`src/rtl/multicycle_ctrl.sv`:
```
// Multicycle CPU control unit: IDLE/FETCH/DECODE/EXEC/MEM/WB sequencer with datapath strobes.
// Optional retired-instruction counter is built only when INSTR_CNT_EN is defined.
module multicycle_ctrl (
  input  logic        clk_i,
  input  logic        rst_ni,
  input  logic        run_i,
  input  logic [3:0]  op_i,
  input  logic        zero_i,
  input  logic        mem_rdy_i,
  output logic        memreq_o,
  output logic        iord_o,
  output logic        irwrite_o,
  output logic        pcwrite_o,
  output logic        jump_o,
  output logic        branch_o,
  output logic [2:0]  aluc_o,
  output logic        alusrcb_o,
  output logic        writemem_o,
  output logic        writereg_o,
  output logic        memtoreg_o,
  output logic        regdes_o,
  output logic        wrflag_o,
  output logic [2:0]  state_o,
  output logic [15:0] instr_cnt_o
);

  typedef enum logic [2:0] {
    S_IDLE   = 3'd0,
    S_FETCH  = 3'd1,
    S_DECODE = 3'd2,
    S_EXEC   = 3'd3,
    S_MEM    = 3'd4,
    S_WB     = 3'd5
  } state_e;

  state_e     state_q;
  logic [3:0] op_q;

  logic   is_jmp_s, is_br_s, is_lw_s, is_sw_s, br_taken_s;
  state_e after_s;

  function automatic logic [2:0] alu_func(input logic [3:0] op);
    case (op)
      4'h0, 4'h8:               alu_func = 3'b000;
      4'h3, 4'hD, 4'hE:         alu_func = 3'b001;
      4'h5:                     alu_func = 3'b010;
      4'h4, 4'hF:               alu_func = 3'b011;
      4'h6:                     alu_func = 3'b100;
      4'h2, 4'hA, 4'hB, 4'hC:   alu_func = 3'b101;
      4'h1, 4'h9:               alu_func = 3'b110;
      4'h7:                     alu_func = 3'b111;
      default:                  alu_func = 3'b000;
    endcase
  endfunction

  assign is_jmp_s   = (op_q == 4'h7);
  assign is_br_s    = (op_q == 4'hD) || (op_q == 4'hE) || (op_q == 4'hF);
  assign is_lw_s    = (op_q == 4'hB);
  assign is_sw_s    = (op_q == 4'hC);
  assign br_taken_s = ((op_q == 4'hD) && zero_i) ||
                      (((op_q == 4'hE) || (op_q == 4'hF)) && !zero_i);
  // RUN is only consulted at an instruction boundary
  assign after_s    = run_i ? S_FETCH : S_IDLE;

  // State sequencing and opcode latch
  always_ff @(posedge clk_i) begin
    if (!rst_ni) begin
      state_q <= S_IDLE;
      op_q    <= 4'd0;
    end else begin
      case (state_q)
        S_IDLE:   state_q <= run_i ? S_FETCH : S_IDLE;
        S_FETCH:  state_q <= mem_rdy_i ? S_DECODE : S_FETCH;
        S_DECODE: begin
          op_q    <= op_i;
          state_q <= S_EXEC;
        end
        S_EXEC: begin
          if (is_jmp_s || is_br_s) begin
            state_q <= after_s;
          end else if (is_lw_s || is_sw_s) begin
            state_q <= S_MEM;
          end else begin
            state_q <= S_WB;
          end
        end
        S_MEM: begin
          if (mem_rdy_i) begin
            state_q <= is_sw_s ? after_s : S_WB;
          end else begin
            state_q <= S_MEM;
          end
        end
        S_WB:     state_q <= after_s;
        default:  state_q <= S_IDLE;
      endcase
    end
  end

  // Strobe decode; strobes are suppressed while reset is asserted so an
  // in-flight memory handshake cannot produce a PC or register write
  always_comb begin
    memreq_o   = 1'b0;
    iord_o     = 1'b0;
    irwrite_o  = 1'b0;
    pcwrite_o  = 1'b0;
    jump_o     = 1'b0;
    branch_o   = 1'b0;
    aluc_o     = 3'b000;
    alusrcb_o  = 1'b0;
    writemem_o = 1'b0;
    writereg_o = 1'b0;
    memtoreg_o = 1'b0;
    regdes_o   = 1'b0;
    wrflag_o   = 1'b0;
    if (rst_ni) begin
      case (state_q)
        S_FETCH: begin
          memreq_o  = 1'b1;
          irwrite_o = mem_rdy_i;
          pcwrite_o = mem_rdy_i;
        end
        S_EXEC: begin
          aluc_o    = alu_func(op_q);
          alusrcb_o = (op_q >= 4'h8) && (op_q <= 4'hC);
          jump_o    = is_jmp_s;
          branch_o  = is_br_s && br_taken_s;
          pcwrite_o = is_jmp_s || (is_br_s && br_taken_s);
        end
        S_MEM: begin
          memreq_o   = 1'b1;
          iord_o     = 1'b1;
          writemem_o = is_sw_s;
        end
        S_WB: begin
          writereg_o = 1'b1;
          memtoreg_o = is_lw_s;
          regdes_o   = (op_q <= 4'h6);
          wrflag_o   = (op_q == 4'h2) || (op_q == 4'h3) || (op_q == 4'h5) ||
                       (op_q == 4'h6) || (op_q == 4'hA);
        end
        default: begin
          memreq_o = 1'b0;
        end
      endcase
    end else begin
      pcwrite_o  = 1'b0;
      writereg_o = 1'b0;
    end
  end

  assign state_o = state_q;

`ifdef INSTR_CNT_EN
  logic        retire_s;
  logic [15:0] cnt_q, cnt_d;

  assign retire_s = ((state_q == S_EXEC) && (is_jmp_s || is_br_s)) ||
                    ((state_q == S_MEM) && is_sw_s && mem_rdy_i) ||
                    (state_q == S_WB);
  assign cnt_d    = retire_s ? (cnt_q + 16'd1) : cnt_q;

  // Retired-instruction counter, wraps naturally at 16 bits
  always_ff @(posedge clk_i) begin
    if (!rst_ni) begin
      cnt_q <= 16'd0;
    end else begin
      cnt_q <= cnt_d;
    end
  end

  assign instr_cnt_o = cnt_q;
`else
  assign instr_cnt_o = 16'd0;
`endif

endmodule

```
`config.mk`:
```
export PLATFORM = sky130hd
export DESIGN_NAME = multicycle_ctrl
export DESIGN_NICKNAME = d
export VERILOG_FILES = /design/src/rtl/multicycle_ctrl.sv
export SDC_FILE = /design/constraint.sdc
export NUM_CORES = 1
export LEC_CHECK = 0
export CAP_MARGIN = 20
export CELL_PAD_IN_SITES_DETAIL_PLACEMENT = 1
export CELL_PAD_IN_SITES_GLOBAL_PLACEMENT = 2
export CORE_MARGIN = 8
export CORE_UTILIZATION = 22
export CTS_CLUSTER_DIAMETER = 40
export DETAILED_ROUTE_END_ITERATION = 10
export HOLD_SLACK_MARGIN = 0.08
export MAX_ROUTING_LAYER = met4
export PLACE_DENSITY = 0.81
export SLEW_MARGIN = 20
export SYNTH_ARGS = -nofsm -noshare
export SYNTH_HDL_FRONTEND = slang
export SYNTH_SLANG_ARGS = --single-unit
```
`constraint.sdc`:
```
create_clock -name clk_i -period 2.6 [get_ports clk_i]
set_input_delay 0.52 -clock clk_i [delete_from_list [all_inputs] [get_ports clk_i]]
set_output_delay 0.52 -clock clk_i [all_outputs]
set_load 0.1 [all_outputs]
```
==> results of run 1 <==
## path summary, 6_finish.rpt
path	from	end	slack (ns)	cells past startpoint
setup / recovery	rst_ni	regdes_o	0.21	5
hold / removal	state_o[1]	state_o[1]	0.63	2
setup reg to reg	state_o[1]	flip-flop	0.49	7
hold reg to reg	state_o[1]	state_o[1]	0.63	2
## Yosys cell counts, drive strengths merged
cell type | n | area, µm²
a21oi | 8 | 40.0
a22o | 1 | 8.76
a311oi | 1 | 8.76
and2 | 4 | 25.0
and2b | 3 | 25.0
and3 | 3 | 18.8
and3b | 1 | 10.0
buf | 18 | 130
clkbuf | 5 | 18.8
conb | 1 | 3.75
dfxtp | 10 | 200
ha | 5 | 62.6
inv | 10 | 37.5
maj3 | 1 | 10.0
mux2 | 2 | 26.3
mux2i | 6 | 63.8
nand2 | 11 | 41.3
nand2b | 2 | 12.5
nand3 | 2 | 10.0
nand4bb | 1 | 11.3
nor2 | 8 | 30.0
nor2b | 7 | 43.8
nor3 | 4 | 20.0
nor3b | 2 | 26.3
nor4 | 1 | 6.26
o211a | 1 | 10.0
o21a | 3 | 22.5
o21ai | 5 | 25.0
o221ai | 1 | 8.76
o22ai | 2 | 12.5
## worst max-delay path, cell delays in order
cell and delay, ns:
clkdlybuf4s50_1 0.48, and2b_2 0.16, nand3_2 0.15, a311oi_4 0.34, buf_12 0.21
## power breakdown
part / leakage (nW) / internal (mW) / switching [mW] / total [mW]
Clock: 0.0231 / 0.104 / 0.0647 / 0.169
Combinational: 0.522 / 0.0751 / 0.223 / 0.299
Sequential: 0.0832 / 0.168 / 0.0294 / 0.197
## logic make-up after synthesis
logic type / Yosys count
AOI/OAI and AO/OA: 22
adders and majority gates: 6
buffers and inverters: 33
DFF: 10
muxes: 8
other: 1
and+or+nand+nor: 49
## routing by layer
metal | up-vias | GRT usage [%] | part of all wire, %
met3 | 5 | 1.41 | 5.4
met2 | 29 | 14.8 | 48
met1 | 423 | 10.8 | 45
met4 | 0 | 3.16 | 1.3
met5 | - | - | 0
li1 | 443 | - | -
## area by class of cell
cell class                      count  area share [%]
Clock inverter                      1           0.254
Timing Repair Buffer               29            28.8
Clock buffer                        3            2.80
Tap cell                           52            4.41
Multi-Input combinational cell    101            47.0
Sequential cell                    10            14.2
Inverter                           10            2.54
==> impl_metrics.py, run 1 <==
metrics = {
    "job": {
        "maxCapViolCount": 0,
    },
    "sta": {
        "hold_viol_final": 0,
        "tns_ns": 0,
        "rsz0062_at_grt": "no",
        "timing.final.ws_setup_ns": 0.209,
        "fin_skew_ns": 0.00771,
        "setup_viol": 0,
        "finalMaxSlewViolations": 0,
        "final.min_clock_period_ns": 2.39,
        "whs_ns": 0.630,
        "max_freq_mhz": 418,
        "min_period_over_period_pct": 92.0,
    },
    "route": {
        "vias": 900,
        "first_pass_iters": 4,
        "drt-initial-drc-count": 60,
        "ant_nets": 0,
        "vias_per_cell": 4.37,
        "drc": 0,
        "wirelength_um": 2930,
        "wl_per_cell_um": 14.2,
    },
    "power": {
        "p_leak_nw": 0.628,
        "p_total_mw": 0.665,
        "pwr_density_cell_nw_per_um2": 450,
        "ir_drop_mv": 0.213,
    },
    "clocking": {
        "cts_sinks": 10,
        "cts_tree": "yes",
        "cts_inserted_buffers": 3,
        "post_cts_buffers": 0,
        "cts_root_buffer": "clkbuf_8",
        "cts_hold_buf": 0,
        "clock_latency_ns": 0.24,
        "cts_buffer_depth": 2,
        "path_clk_slew_ns": 0.05,
        "ctsHtreeMaxLevel": 1,
        "cts_resized": 0,
    },
    "global_route": {
        "overflow": 0,
        "grt_max_degree": 13,
        "antenna_found_initial": 0,
        "grt_pass1_vias": 995,
        "grt_pass1_wl_um": 4660,
        "grt_usage_pct": 8.97,
    },
    "finish": {
        "final_util_pct": 34.4,
        "multi_input_area_um2": 694,
        "fin_cells": 206,
        "drive_above_1_share_pct": 27.3,
        "final_common_cell": "conb_1",
        "fillers": 494,
        "layout_common_cells": "conb_1 (16), buf_12 (15), nand2_1 (11), inv_1 (10), clkdlybuf4s50_1 (8)",
        "seqCellArea_um2": 209,
        "area_delta_synth_final_pct": 52.3,
        "fin_nets": 169,
        "fin_area_um2": 1480,
        "diodes": 0,
    },
    "run_status": {
        "outcome": "completed",
    },
    "worst_setup_path": {
        "cp.arrival_ns": 1.87,
        "criticalPathCategory": "primary input to output pin",
        "cp-start-kind": "primary input",
        "crit_required_ns": 2.08,
        "crit_path_max_fanout": 4,
        "cp-end-kind": "output pin",
    },
    "logic_synthesis": {
        "ys_types": 35,
        "synth-xor-area-share_pct": 0,
        "synth_top_family_by_area": "simple AND/OR/NAND/NOR gates",
        "synthAdderAreaFrac_pct": 7.48,
        "syn_inst": 129,
        "yosys.area_share.simple_pct": 28.9,
        "synth_compound_area_share_pct": 14.1,
        "synth_mux_area_share_pct": 9.29,
        "yosysSeqAreaShare_pct": 20.6,
        "synth_warnings": 0,
        "ys_ff_latch": 10,
        "syn_area_per_cell_um2": 7.52,
        "synth_area_um2": 970,
    },
    "place": {
        "dp.cells": 202,
        "gp_congestion": 0.856,
        "dpl_cell_area_um2": 1430,
        "portBuffers": 26,
        "hpwl_um": 2440,
        "place_ws_ns": 0.187,
    },
    "die": {
        "core_um2": 4290,
        "io_pins": 43,
        "initial_core_util_pct": 22.6,
        "die_w_um": 82.4,
        "rows": 24,
        "die-area_um2": 6790,
        "die_h_um": 82.4,
    },
    "worst_hold_path": {
        "min_path_type": "flip-flop to flip-flop",
    },
}
Note: power is estimated with default switching activity, not from simulation.
==> run 2, diff against run 1 <==
- CAP_MARGIN: 20 -> 10
- PLACE_DENSITY: 0.81 -> unset
- PLACE_DENSITY_LB_ADDON: unset -> 0.1
==> run 2 against run 1 <==
Non-clock buffer count is 2 higher. Flip-flop and latch count stayed put. Fmax is 3.4% lower. Routed wire length is 1.3% lower. Global-route usage hardly changed. Critical path type unchanged. Largest cell class unchanged. Highest routed layer unchanged.
==> impl_metrics.py, run 2 (synthesized netlist as in run 1, its figures left out) <==
metrics = {
    "sta": {
        "whs_ns": 0.612,
        "rsz0062_at_grt": "no",
        "fin_skew_ns": 0.00133,
        "setup_viol": 0,
        "final.min_clock_period_ns": 2.47,
        "min_period_over_period_pct": 95.2,
        "hold_viol_final": 0,
        "max_freq_mhz": 404,
        "finalMaxSlewViolations": 0,
        "tns_ns": 0,
    },
    "finish": {
        "area_delta_synth_final_pct": 55.1,
        "fin_nets": 171,
        "fillers": 520,
        "fin_cells": 208,
        "drive_above_1_share_pct": 28.2,
        "layout_common_cells": "conb_1 (16), buf_12 (16), nand2_1 (11), inv_1 (10), clkdlybuf4s50_1 (8)",
        "final_util_pct": 35.0,
        "diodes": 0,
    },
    "power": {
        "ir_drop_mv": 0.248,
        "pwr_density_cell_nw_per_um2": 441,
        "p_total_mw": 0.664,
        "p_leak_nw": 0.644,
    },
    "clocking": {
        "cts_buffer_depth": 2,
        "path_clk_slew_ns": 0.05,
        "clock_latency_ns": 0.23,
        "cts_resized": 0,
        "cts_sinks": 10,
        "post_cts_buffers": 0,
        "ctsHtreeMaxLevel": 1,
        "cts_hold_buf": 0,
        "cts_tree": "yes",
        "cts_inserted_buffers": 3,
        "cts_root_buffer": "clkbuf_8",
    },
    "route": {
        "drt-initial-drc-count": 25,
        "first_pass_iters": 4,
        "wirelength_um": 2890,
        "vias_per_cell": 4.30,
        "ant_nets": 0,
        "vias": 894,
        "wl_per_cell_um": 13.9,
        "drc": 0,
    },
    "worst_setup_path": {
        "slowest_stage": "clkdlybuf4s50_1",
        "crit_path_max_fanout": 4,
        "crit_required_ns": 2.08,
        "cp-end-kind": "output pin",
        "cp.arrival_ns": 1.95,
        "r2r_setup_slack_ns": 0.53,
        "criticalPathCategory": "primary input to output pin",
        "rr_startpoint": "state_o[1]",
        "cpPeakStageDelay_ns": 0.53,
        "r2r_cells": 7,
        "crit_path_cell_trace": "clkdlybuf4s50_1 > and2b_2 > nand3_2 > a311oi_4 > buf_12",
        "cp-start-kind": "primary input",
    },
    "place": {
        "gp_congestion": 0.737,
        "hpwl_um": 2420,
        "dp.cells": 204,
        "portBuffers": 26,
    },
    "die": {
        "io_pins": 43,
        "initial_core_util_pct": 22.6,
        "die_w_um": 82.4,
        "die-area_um2": 6790,
        "core_um2": 4290,
        "rows": 24,
        "die_h_um": 82.4,
    },
    "global_route": {
        "overflow": 0,
        "antenna_found_initial": 0,
        "grt_usage_pct": 9.01,
        "grt_max_degree": 13,
        "grt_pass1_wl_um": 4600,
        "grt_pass1_vias": 917,
    },
    "run_status": {
        "outcome": "completed",
    },
    "worst_hold_path": {
        "hold_end": "state_o[1]",
        "min_path_type": "flip-flop to flip-flop",
        "whs_path_depth": 2,
        "min_from": "state_o[1]",
    },
    "job": {
        "maxCapViolCount": 0,
    },
}
run 2: how the worst max path moves through the flow:
stage / end / slack [ns] / cells past startpoint / start
6_report: regdes_o / 0.13 / 5 / rst_ni
3_3_place_gp: regdes_o / 0.13 / 5 / rst_ni
4_1_cts: regdes_o / 0.11 / 5 / rst_ni
5_1_grt: regdes_o / 0.05 / 5 / rst_ni
3_5_place_dp: regdes_o / 0.11 / 5 / rst_ni
2_1_floorplan: regdes_o / 0.03 / 4 / state_o[1]
run 2: through the flow:
| stage | instance area (µm²) | setup WS [ns] |
|---|---|---|
| 3_5_place_dp | 1460 | 0.110 |
| 3_3_place_gp | 1460 | 0.132 |
| 5_1_grt | 1500 | 0.0549 |
| 2_1_floorplan | 1090 | 0.0284 |
| 4_1_cts | 1500 | 0.111 |
| 6_report | 1500 | 0.125 |
run 2: cell type report:
| type | count | area (µm²) | share of cell area [%] |
|---|---|---|---|
| Clock buffer | 3 | 41.3 | 2.75 |
| Clock inverter | 1 | 3.75 | 0.250 |
| Inverter | 10 | 37.5 | 2.50 |
| Multi-Input combinational cell | 101 | 694 | 46.2 |
| Sequential cell | 10 | 209 | 13.9 |
| Tap cell | 52 | 65.1 | 4.33 |
| Timing Repair Buffer | 31 | 453 | 30.1 |
run 2: power by group:
group	switching [mW]	internal [mW]	total (mW)
Clock	0.0616	0.104	0.165
Combinational	0.225	0.0788	0.304
Sequential	0.0266	0.168	0.195
Total	0.313	0.350	0.664
run 2: critical path: cells and delay by family:
kind / cells / cell delay (ns)
AO/OA/AOI/OAI: 1 / 0.34
buffers and inverters: 2 / 0.74
AND/OR/NAND/NOR: 2 / 0.34
run 2: routing by layer:
| metal | routed length (µm) | part of all wire [%] | global-route usage, % |
|---|---|---|---|
| met3 | 190 | 6.6 | 2.60 |
| met1 | 1260 | 44 | 10.8 |
| met2 | 1440 | 50 | 15.0 |
| met4 | 6 | 0.21 | 1.05 |
| met5 | 0 | 0 | - |
==> run 3, diff against run 2 <==
- CTS_CLUSTER_DIAMETER: 40 -> unset
==> results of run 3 <==
The final DEF is identical to that of run 2; final timing and power are the same.
